File: src/rtl/bit_serializer_if.sv
// Handshake and serial-output bundle for bit_serializer.
// The master modport is the upstream word source; the slave modport is the serializer.
interface bit_serializer_if #(
  parameter int unsigned WIDTH = 8
);
  logic [WIDTH-1:0] data_in;
  logic             valid;
  logic             ready;
  logic             out;
  logic             busy;
  logic             last;

  modport master (
    output data_in,
    output valid,
    input  ready,
    input  out,
    input  busy,
    input  last
  );

  modport slave (
    input  data_in,
    input  valid,
    output ready,
    output out,
    output busy,
    output last
  );
endinterface

File: src/rtl/bit_serializer.sv
// Parallel-to-serial front end: a WIDTH-bit word in over valid/ready, one bit per clock out.
// Optional gap-free streaming is enabled by defining BIT_SERIALIZER_BACK2BACK_EN.
module bit_serializer #(
  parameter int unsigned WIDTH     = 8,
  parameter bit          MSB_FIRST = 1'b1
) (
  input logic             clk,
  input logic             rst,
  bit_serializer_if.slave bus
);

  localparam int unsigned CntW   = (WIDTH > 1) ? $clog2(WIDTH) : 1;
  localparam int unsigned OutIdx = MSB_FIRST ? WIDTH - 1 : 0;

  typedef enum logic [0:0] {StIdle, StShift} state_e;

  state_e           state_q, state_d;
  logic [WIDTH-1:0] shreg_q, shreg_d;
  logic [CntW-1:0]  cnt_q, cnt_d;
  logic             ready, busy, out_bit, last;

  always_ff @(posedge clk) begin
    if (rst) begin
      state_q <= StIdle;
      shreg_q <= '0;
      cnt_q   <= '0;
    end else begin
      state_q <= state_d;
      shreg_q <= shreg_d;
      cnt_q   <= cnt_d;
    end
  end

  always_comb begin
    state_d = state_q;
    shreg_d = shreg_q;
    cnt_d   = cnt_q;
    ready   = 1'b0;
    busy    = 1'b0;
    out_bit = 1'b0;
    last    = 1'b0;
    unique case (state_q)
      StIdle: begin
        ready = 1'b1;
        if (bus.valid) begin
          shreg_d = bus.data_in;
          cnt_d   = CntW'(WIDTH - 1);
          state_d = StShift;
        end
      end
      StShift: begin
        busy    = 1'b1;
        // Only registered state feeds out, so data_in never reaches it combinationally.
        out_bit = shreg_q[OutIdx];
        last    = (cnt_q == '0);
        if (cnt_q != '0) begin
          shreg_d = MSB_FIRST ? (shreg_q << 1) : (shreg_q >> 1);
          cnt_d   = cnt_q - CntW'(1);
        end else begin
`ifdef BIT_SERIALIZER_BACK2BACK_EN
          ready = 1'b1;
          if (bus.valid) begin
            shreg_d = bus.data_in;
            cnt_d   = CntW'(WIDTH - 1);
          end else begin
            state_d = StIdle;
          end
`else
          state_d = StIdle;
`endif
        end
      end
      default: state_d = StIdle;
    endcase
  end

  assign bus.ready = ready;
  assign bus.busy  = busy;
  assign bus.out   = out_bit;
  assign bus.last  = last;

endmodule

File: src/flat_wrapper.sv
// flat-port wrapper written by rule: the top's interface ports become plain ports
module bit_serializer_flat 
#(
  parameter int unsigned WIDTH     = 8,
  parameter bit          MSB_FIRST = 1'b1
)
  (clk, rst, bus_data_in, bus_valid, bus_ready, bus_out, bus_busy, bus_last);
  bit_serializer_if #(.WIDTH(WIDTH)) bus_i ();
  input logic clk;
  input logic rst;
  input wire logic [$bits(bus_i.data_in)-1:0] bus_data_in;
  input wire logic [$bits(bus_i.valid)-1:0] bus_valid;
  output wire logic [$bits(bus_i.ready)-1:0] bus_ready;
  output wire logic [$bits(bus_i.out)-1:0] bus_out;
  output wire logic [$bits(bus_i.busy)-1:0] bus_busy;
  output wire logic [$bits(bus_i.last)-1:0] bus_last;
  assign bus_i.data_in = bus_data_in;
  assign bus_i.valid = bus_valid;
  assign bus_ready = bus_i.ready;
  assign bus_out = bus_i.out;
  assign bus_busy = bus_i.busy;
  assign bus_last = bus_i.last;
  bit_serializer #(.WIDTH(WIDTH), .MSB_FIRST(MSB_FIRST)) u_core (.clk(clk), .rst(rst), .bus(bus_i));
endmodule
File: config.mk
export PLATFORM = sky130hd
export DESIGN_NAME = bit_serializer_flat
export DESIGN_NICKNAME = d
export VERILOG_FILES = /design/src/rtl/bit_serializer_if.sv /design/src/rtl/bit_serializer.sv /design/src/flat_wrapper.sv
export SDC_FILE = /design/constraint.sdc
export NUM_CORES = 1
export LEC_CHECK = 0
export ABC_AREA = 1
export BUFFER_PORTS_ARGS = -buffer_cell sky130_fd_sc_hd__buf_4
export CORE_AREA = 2 2 39 41
export DETAILED_ROUTE_END_ITERATION = 6
export DIE_AREA = 0 0 41 43
export PLACE_DENSITY = 0.73
export RECOVER_POWER = 25
export SYNTH_ARGS = -nofsm -noshare
export SYNTH_HDL_FRONTEND = slang
export SYNTH_SLANG_ARGS = --single-unit
File: constraint.sdc
create_clock -name clk -period 2.8 [get_ports clk]
set_input_delay 0.14 -clock clk [delete_from_list [all_inputs] [get_ports clk]]
set_output_delay 0.14 -clock clk [all_outputs]
set_load 0.1 [all_outputs]
---- After elaboration in Yosys (flattened, before gate mapping) ----
Index checks and enable logic that the tools add are counted.
storage, ports and cells
  bits in registers ....................... 12
  input port bits ......................... 11
  output and inout port bits .............. 4
  logic and storage cells ................. 23
operators by class
  $add $sub $neg .......................... 1
  equal/unequal tests ..................... 2
  muxes and demuxes ....................... 13
  bitwise operators ....................... 1
  reductions and logical operators ........ 3
operator list
  kind                                               count
  two-way mux 8 bit                                  2
  one-hot mux 8 bit (2 select lines)                 1
  two-way mux 1 bit                                  6
  two-way mux 3 bit                                  2
  one-hot mux 3 bit (2 select lines)                 1
  != test 2 bit (second input constant)              2
  zero test 3 bit                                    1
  nonzero test 3 bit                                 1
  subtractor 3 x 1 -> 3 bit (second input constant)  1
  one-hot mux 1 bit (2 select lines)                 1
  AND reduction 2 bit                                1
  inverter 1 bit                                     1

---- Longest topological paths before layout ----
Gate-level depths: netlist of run 1.
  depth after elaboration ................. 3
  depth in mapped cells ................... 8

---- Worst setup path before layout of run 1 ----
No wires, ideal clock.
  path type ............................... register to output
  start point ............................. reg u_core.state_q
  end point ............................... out bus_last
  data arrival time ....................... 2.027 ns
  slack ................................... 0.633 ns
  stages on the path, launching flop included .. 3
  buffers on the path ..................... 0
  path through ............................ dfxtp_1 nand3_1 inv_1
between the ends
  longest elaborated chain between the ends .. 1
RTL lines
  what                    RTL line              RTL
  from (decl)             bit_serializer.sv:17  state_e state_q, state_d;
  from (signal assigned)  bit_serializer.sv:24  state_q <= StIdle;
  from (signal assigned)  bit_serializer.sv:28  state_q <= state_d;
  two-way mux 1 bit       bit_serializer.sv:42  unique case (state_q)
  to (decl)               flat_wrapper.sv:16    output wire logic [$bits(bus_i.last)-1:0] bus_last;
No other way between the ends.

---- Worst setup path in the final report of run 1 ----
  start point ............................. reg u_core.state_q
  end point ............................... out bus_busy
between the ends
  longest elaborated chain between the ends .. 1
RTL lines
  what               RTL line              RTL
  two-way mux 1 bit  bit_serializer.sv:42
  to (decl)          flat_wrapper.sv:15    output wire logic [$bits(bus_i.busy)-1:0] bus_busy;
No other way between the ends.

==> results of run 1 <==
-- layout by cell type, fill, tap and decap left out --
| cell | count |
|---|---|
| nand2_1 | 37 |
| nor2_1 | 21 |
| inv_1 | 16 |
| buf_4 | 13 |
| dfxtp_1 | 12 |
| o21ai_0 | 7 |
| nand3_1 | 4 |
| clkbuf_4 | 3 |
| ha_1 | 2 |
| inv_2 | 1 |
| nand2_4 | 1 |
| clkbuf_8 | 1 |
| clkbuf_1 | 1 |
-- worst paths after layout --
| path | from | endpoint | slack [ps] | cells after the start |
|---|---|---|---|---|
| worst max-delay path | u_core.state_q | bus_busy | 1040 | 1 |
| worst min-delay path | rst | u_core.state_q | 40 | 2 |
| worst max register to register | u_core.state_q | u_core.cnt_q[2] | 1370 | 6 |
| worst min register to register | u_core.cnt_q[0] | u_core.cnt_q[0] | 490 | 2 |
-- area by class of cell --
| cell class | instances | share of cell area |
|---|---|---|
| Tap cell | 16 | 0.02597 |
| Clock buffer | 4 | 0.04708 |
| Sequential cell | 12 | 0.3117 |
| Timing Repair Buffer | 14 | 0.1315 |
| Inverter | 17 | 0.08279 |
| Multi-Input combinational cell | 72 | 0.4010 |
-- synthesized netlist by cell type (all sizes together) --
library cell	n	share of area
nand3	4	0.031
dfxtp	12	0.37
nor2	21	0.12
ha	2	0.039
buf	3	0.042
o21ai	7	0.054
nand2	38	0.24
inv	17	0.098
-- registers in the layout, indices dropped and copies added, names as in the netlist --
signal          cells
u_core.shreg_q      8
u_core.cnt_q        3
u_core.state_q      1
-- where the power goes --
part	leakage, nW	total, mW	internal [mW]	switching [mW]
Combinational	0.319	0.149	0.0464	0.103
Sequential	0.0999	0.203	0.193	0.00977
Clock	0.0210	0.138	0.0790	0.0586
-- logic make-up after synthesis --
family	synth area share
DFF	0.3707
AOI/OAI and AO/OA	0.05405
adders and majority gates	0.03860
and+or+nand+nor	0.3958
buffers and inverters	0.1409
-- per-stage QoR --
stage | hold slack (ps) | area [sq um]
2_1_floorplan | 224.1 | 648.1
3_3_place_gp | 322.1 | 745.7
3_5_place_dp | 328.8 | 745.7
4_1_cts | 36.28 | 782.0
5_1_grt | 58.00 | 770.7
6_report | 40.94 | 770.7
-- layer usage --
metal,routed length [um],global-route usage
met1,552,0.1759
met2,537,0.2406
met3,40,0.03141
met4,9,0.1000
met5,0,0
==> Implementation_results.wiki, run 1 <==
{| class="wikitable"
! Metric !! Value
|-
| Total core area || 1384 sq um
|-
| H-tree levels || 1
|-
| Number of detailed-route iterations in the first pass || 4
|-
| Total GRT Usage || 0.1532
|-
| Post-route ant nets || 0
|-
| Critical-path cell with the highest stage delay || clkbuf_1
|-
| Root buf cell || clkbuf_4
|-
| FF/Latch Area || 240.2 sq um
|-
| Min Tclk post-route || 1759 ps
|-
| Fraction of layout instances using a drive strength above 1 || 0.1597
|-
| Number of global-route vias before repair || 502
|-
| Worst clock skew on the final layout || 1.489 ps
|-
| Post-CTS Hold Buffers || 0
|-
| First-pass GRT wire length || 1828 um
|-
| Pin count of the biggest net entering global routing || 18
|-
| Worst-path cell chain || clkbuf_1
|-
| Overall die area || 1763 sq um
|-
| CP max FO || 7
|-
| Clock Pin Slew Worst Setup and Hold Paths || 80 ps
|-
| Number of failing setup endpoints in the final timing report || 0
|-
| Critical path endpoint category || output pin
|-
| Final Instance Count excl. Fillers || 135
|-
| Number of buffers on the longest clock path || 2
|-
| Routability cong. || 0.7597
|-
| Antenna cell count || 0
|-
| Required time reported for the critical path endpoint || 2660 ps
|-
| Share of the yosys chip area belonging to registers || 0.3707
|-
| Post-route DRC || 0
|-
| Count of nets after finishing || 133
|-
| Filler cell count in the final layout || 142
|-
| Total power || 0.4892 mW
|-
| Worst max-slew margin expressed relative to the limit || 0.2353
|-
| Leakage power of the design || 0.4396 nW
|-
| Avg Cell Area, Syn || 6.232 sq um
|-
| Start-to-end type of the worst setup path || reg -> out
|-
| Worst min-delay path class || in -> reg
|-
| Kind of cell with the highest combined delay on the critical path || buffers and inverters
|-
| Max frequency || 568.4 MHz
|-
| Total clock buffers created by CTS || 3
|-
| Clk_lat worst skew || 270 ps
|-
| Detail-routed net length per standard cell || 8.444 um
|-
| DIE WIDTH || 41 um
|-
| Critical path startpoint category || flip-flop
|-
| Via count || 611
|-
| Area of the mapped netlist || 648.1 sq um
|-
| Number of antenna violations at the first check in global routing || 0
|-
| Height of the chip || 43 um
|-
| Buffers and inverters on the worst path || 1
|-
| Max_cap viols || 0
|-
| Areal power density over the cells || 634.8 nW/um^2
|-
| Nets in the synthesized netlist || 117
|-
| Combined area of the multi-input logic cells || 309.0 sq um
|-
| Synth Warn # || 0
|-
| Pre-CTS setup slack || 1586 ps
|-
| CP peak stage delay || 890 ps
|-
| Initial core utilization || 0.4684
|-
| Seq cells post-synth || 12
|-
| Count of buffers inserted at the top-level ports || 14
|-
| Detailed Route Iter0 Violations || 7
|-
| Final Max Tran Viols || 0
|-
| Least-Margin Pin Slew || 1152 ps
|-
| Number of standard-cell rows in the floorplan || 14
|-
| Cell variety after synth || 11
|-
| Post-CTS setup buffer count || 0
|-
| Post-detail-place hpwl || 843.7 um
|-
| Unrepaired setup endpoints after global routing || no
|-
| I/O pin count || 15
|-
| Arrival time of data at the critical path endpoint || 1620 ps
|-
| Clock tree from TritonCTS || built
|-
| Status || finished clean
|-
| Resized Gates After CTS || 0
|-
| Vias per std cell || 4.526
|-
| Final period util || 0.6283
|-
| Remaining global-route overflow || 0
|-
| Total Negative Setup Slacks || 0 ps
|-
| Core utilization of the finished layout || 0.5570
|-
| Final Hold Fails || 0
|-
| Worst supply voltage drop on vdd || 0.0003408 V
|-
| Area grow syn2layout || 18.92%
|-
| Worst path setup slack after routing || 1041 ps
|-
| DP Cell Count || 131
|-
| Syn Inst Count || 104
|-
| Count of clock tree sinks || 12
|-
| Routed wire length || 1140 um
|}
Power figures use the tool's default switching activity.
==> run 2, diff against run 1 <==
- CORE_AREA: 2 2 39 41 -> not set
- CORE_UTILIZATION: not set -> 50
- DIE_AREA: 0 0 41 43 -> not set
- PLACE_DENSITY: 0.73 -> 0.75
- clock period: 2.8 -> 1.75 ns (I/O delays scaled with it)
==> run 2 against run 1 <==
Compared with the run above:
- core utilization up 11 points
- non-clock buffer count rose by 1
- power rose by 51%
- count of clock-buffer cells in the layout is 1 lower
- global-route usage rose by 2.5 points
- die area decreased by 18%
==> Implementation_results.wiki, run 2 (synthesis results as in run 1) <==
{| class="wikitable"
! Metric !! Value
|-
| Combined area of the multi-input logic cells || 316.6 sq um
|-
| Clk_lat worst skew || 260 ps
|-
| Registers with the most flip-flops || u_core.shreg_q x8, u_core.cnt_q x3, u_core.state_q x1
|-
| Net switching share of the total power || 0.3683
|-
| I/O pin count || 15
|-
| Number of flip-flops in the largest register || 8
|-
| Worst path setup slack after routing || 258.0 ps
|-
| Detail-routed net length per standard cell || 8.782 um
|-
| CP max FO || 3
|-
| Overall die area || 1444 sq um
|-
| Count of clock tree sinks || 12
|-
| Count of nets after finishing || 134
|-
| Fraction of layout instances using a drive strength above 1 || 0.1765
|-
| Filler cell count in the final layout || 116
|-
| H-tree levels || 1
|-
| Hold slack final || 147.3 ps
|-
| Number of standard-cell rows in the floorplan || 12
|-
| Required time reported for the critical path endpoint || 1660 ps
|-
| Antenna cell count || 0
|-
| Total net switching power || 0.2713 mW
|-
| Areal power density over the cells || 954.4 nW/um^2
|-
| Worst clock skew on the final layout || 0.4605 ps
|-
| Remaining global-route overflow || 0
|-
| Post-route ant nets || 0
|-
| Total GRT Usage || 0.1784
|-
| Critical-path cell with the highest stage delay || dfxtp_1
|-
| Final period util || 0.8526
|-
| Max frequency || 670.2 MHz
|-
| Most frequent cell on the critical path || inv_1
|-
| Routability cong. || 0.7181
|-
| Core utilization of the finished layout || 0.6677
|-
| Arrival time of data at the critical path endpoint || 1400 ps
|-
| Sequential fraction of design power || 0.442
|-
| Detailed Route Iter0 Violations || 14
|-
| Number of antenna violations at the first check in global routing || 0
|-
| Most flops, register || u_core.shreg_q
|-
| Pre-CTS setup slack || 522.8 ps
|-
| CP peak stage delay || 310 ps
|-
| Worst min-delay path class || in -> reg
|-
| Critical path startpoint category || flip-flop
|-
| Leakage power of the design || 0.4405 nW
|-
| Clock Pin Slew Worst Setup and Hold Paths || 70 ps
|-
| Internal || 0.4655 mW
|-
| Number of buffers on the longest clock path || 2
|-
| Height of the chip || 38.01 um
|-
| Routed wire length || 1168 um
|-
| Least-Margin Pin Slew || 538.7 ps
|-
| Post-detail-place hpwl || 819.6 um
|-
| Vias per std cell || 4.361
|-
| Clock tree from TritonCTS || built
|-
| Total Negative Setup Slacks || 0 ps
|-
| Post-CTS Hold Buffers || 1
|-
| Worst-path cell chain || inv_1 -> ha_1 -> nand3_1 -> inv_1 -> buf_4
|-
| Clock network fraction of design power || 0.223
|-
| Status || finished clean
|-
| Initial core utilization || 0.5606
|-
| Post-route DRC || 0
|-
| DIE WIDTH || 38.01 um
|-
| Total power || 0.7368 mW
|-
| Buffers and inverters on the worst path || 3
|-
| Final Max Tran Viols || 0
|-
| Via count || 580
|-
| Kind of cell with the highest combined delay on the critical path || buffers and inverters
|-
| Portion of total power attributed to combinational logic || 0.335
|-
| Post-CTS setup buffer count || 0
|-
| Start-to-end type of the worst setup path || reg -> out
|-
| Worst max-slew margin expressed relative to the limit || 0.6424
|-
| Commonest cells after routing, fill and taps aside || nand2_1, nor2_1, inv_1, buf_4, dfxtp_1
|-
| Unrepaired setup endpoints after global routing || no
|-
| Pin count of the biggest net entering global routing || 18
|-
| Final Hold Fails || 0
|-
| Total clock buffers created by CTS || 3
|-
| Worst supply voltage drop on vdd || 0.0005096 V
|-
| Number of detailed-route iterations in the first pass || 3
|-
| Count of buffers inserted at the top-level ports || 14
|-
| FF/Latch Area || 241.5 sq um
|-
| Min Tclk post-route || 1492 ps
|-
| Total core area || 1156 sq um
|-
| Resized Gates After CTS || 0
|-
| Root buf cell || clkbuf_4
|-
| Critical path endpoint category || output pin
|-
| Number of failing setup endpoints in the final timing report || 0
|-
| Max_cap viols || 0
|-
| First-pass GRT wire length || 1835 um
|-
| Number of global-route vias before repair || 454
|-
| Area grow syn2layout || 19.11%
|-
| Leading cell type in the layout, fill and taps excluded || nand2_1
|}
==> run 2: final timing paths <==
kind	cells past startpoint	startpoint	slack, ps	to
max	5	u_core.cnt_q[0]	260	bus_last
min	5	bus_data_in[1]	150	u_core.shreg_q[1]
max reg2reg	7	u_core.cnt_q[0]	510	u_core.cnt_q[2]
min reg2reg	2	u_core.cnt_q[0]	490	u_core.cnt_q[0]
==> run 2: metrics by stage <==
stage / instance area (sq um) / instances
2_1_floorplan: 649.4 / 104
3_3_place_gp: 744.5 / 129
3_5_place_dp: 744.5 / 129
4_1_cts: 777.0 / 133
5_1_grt: 772.0 / 133
6_report: 772.0 / 133
==> run 2: layout make-up <==
| cell class | count | area share |
|---|---|---|
| multi-input cells | 72 | 0.4100 |
| flip-flops and latches | 12 | 0.3128 |
| repair buffers | 15 | 0.1426 |
| inverters | 17 | 0.08266 |
| clock buffers | 3 | 0.02917 |
| well taps | 14 | 0.02269 |
==> run 2: power groups by stage <==
stage | sequential [mW] | combinational (mW) | clock, mW
floorplan | 0.345 | 0.188 | 0
global placement | 0.331 | 0.241 | 0
detailed placement | 0.332 | 0.247 | 0
CTS | 0.326 | 0.249 | 0.172
global route | 0.330 | 0.278 | 0.183
finish | 0.326 | 0.246 | 0.165
==> run 2: worst reg2reg max path, cell delays in order (launching register included) <==
cell     delay [ps]
dfxtp_1         320
inv_1            70
ha_1            210
nand3_1         170
nand2_4         160
nor2_1          150
nand2_1          60
nand2_1          50
==> run 2: metal layers <==
| layer | track usage | vias up | wire, um | share of wire |
|---|---|---|---|---|
| met5 | 0 | - | 0 | 0 |
| met4 | 0.05357 | 0 | 10 | 0.0086 |
| met3 | 0.03488 | 2 | 51 | 0.044 |
| met2 | 0.2845 | 14 | 479 | 0.41 |
| met1 | 0.2419 | 228 | 627 | 0.54 |
| li1 | - | 336 | - | - |
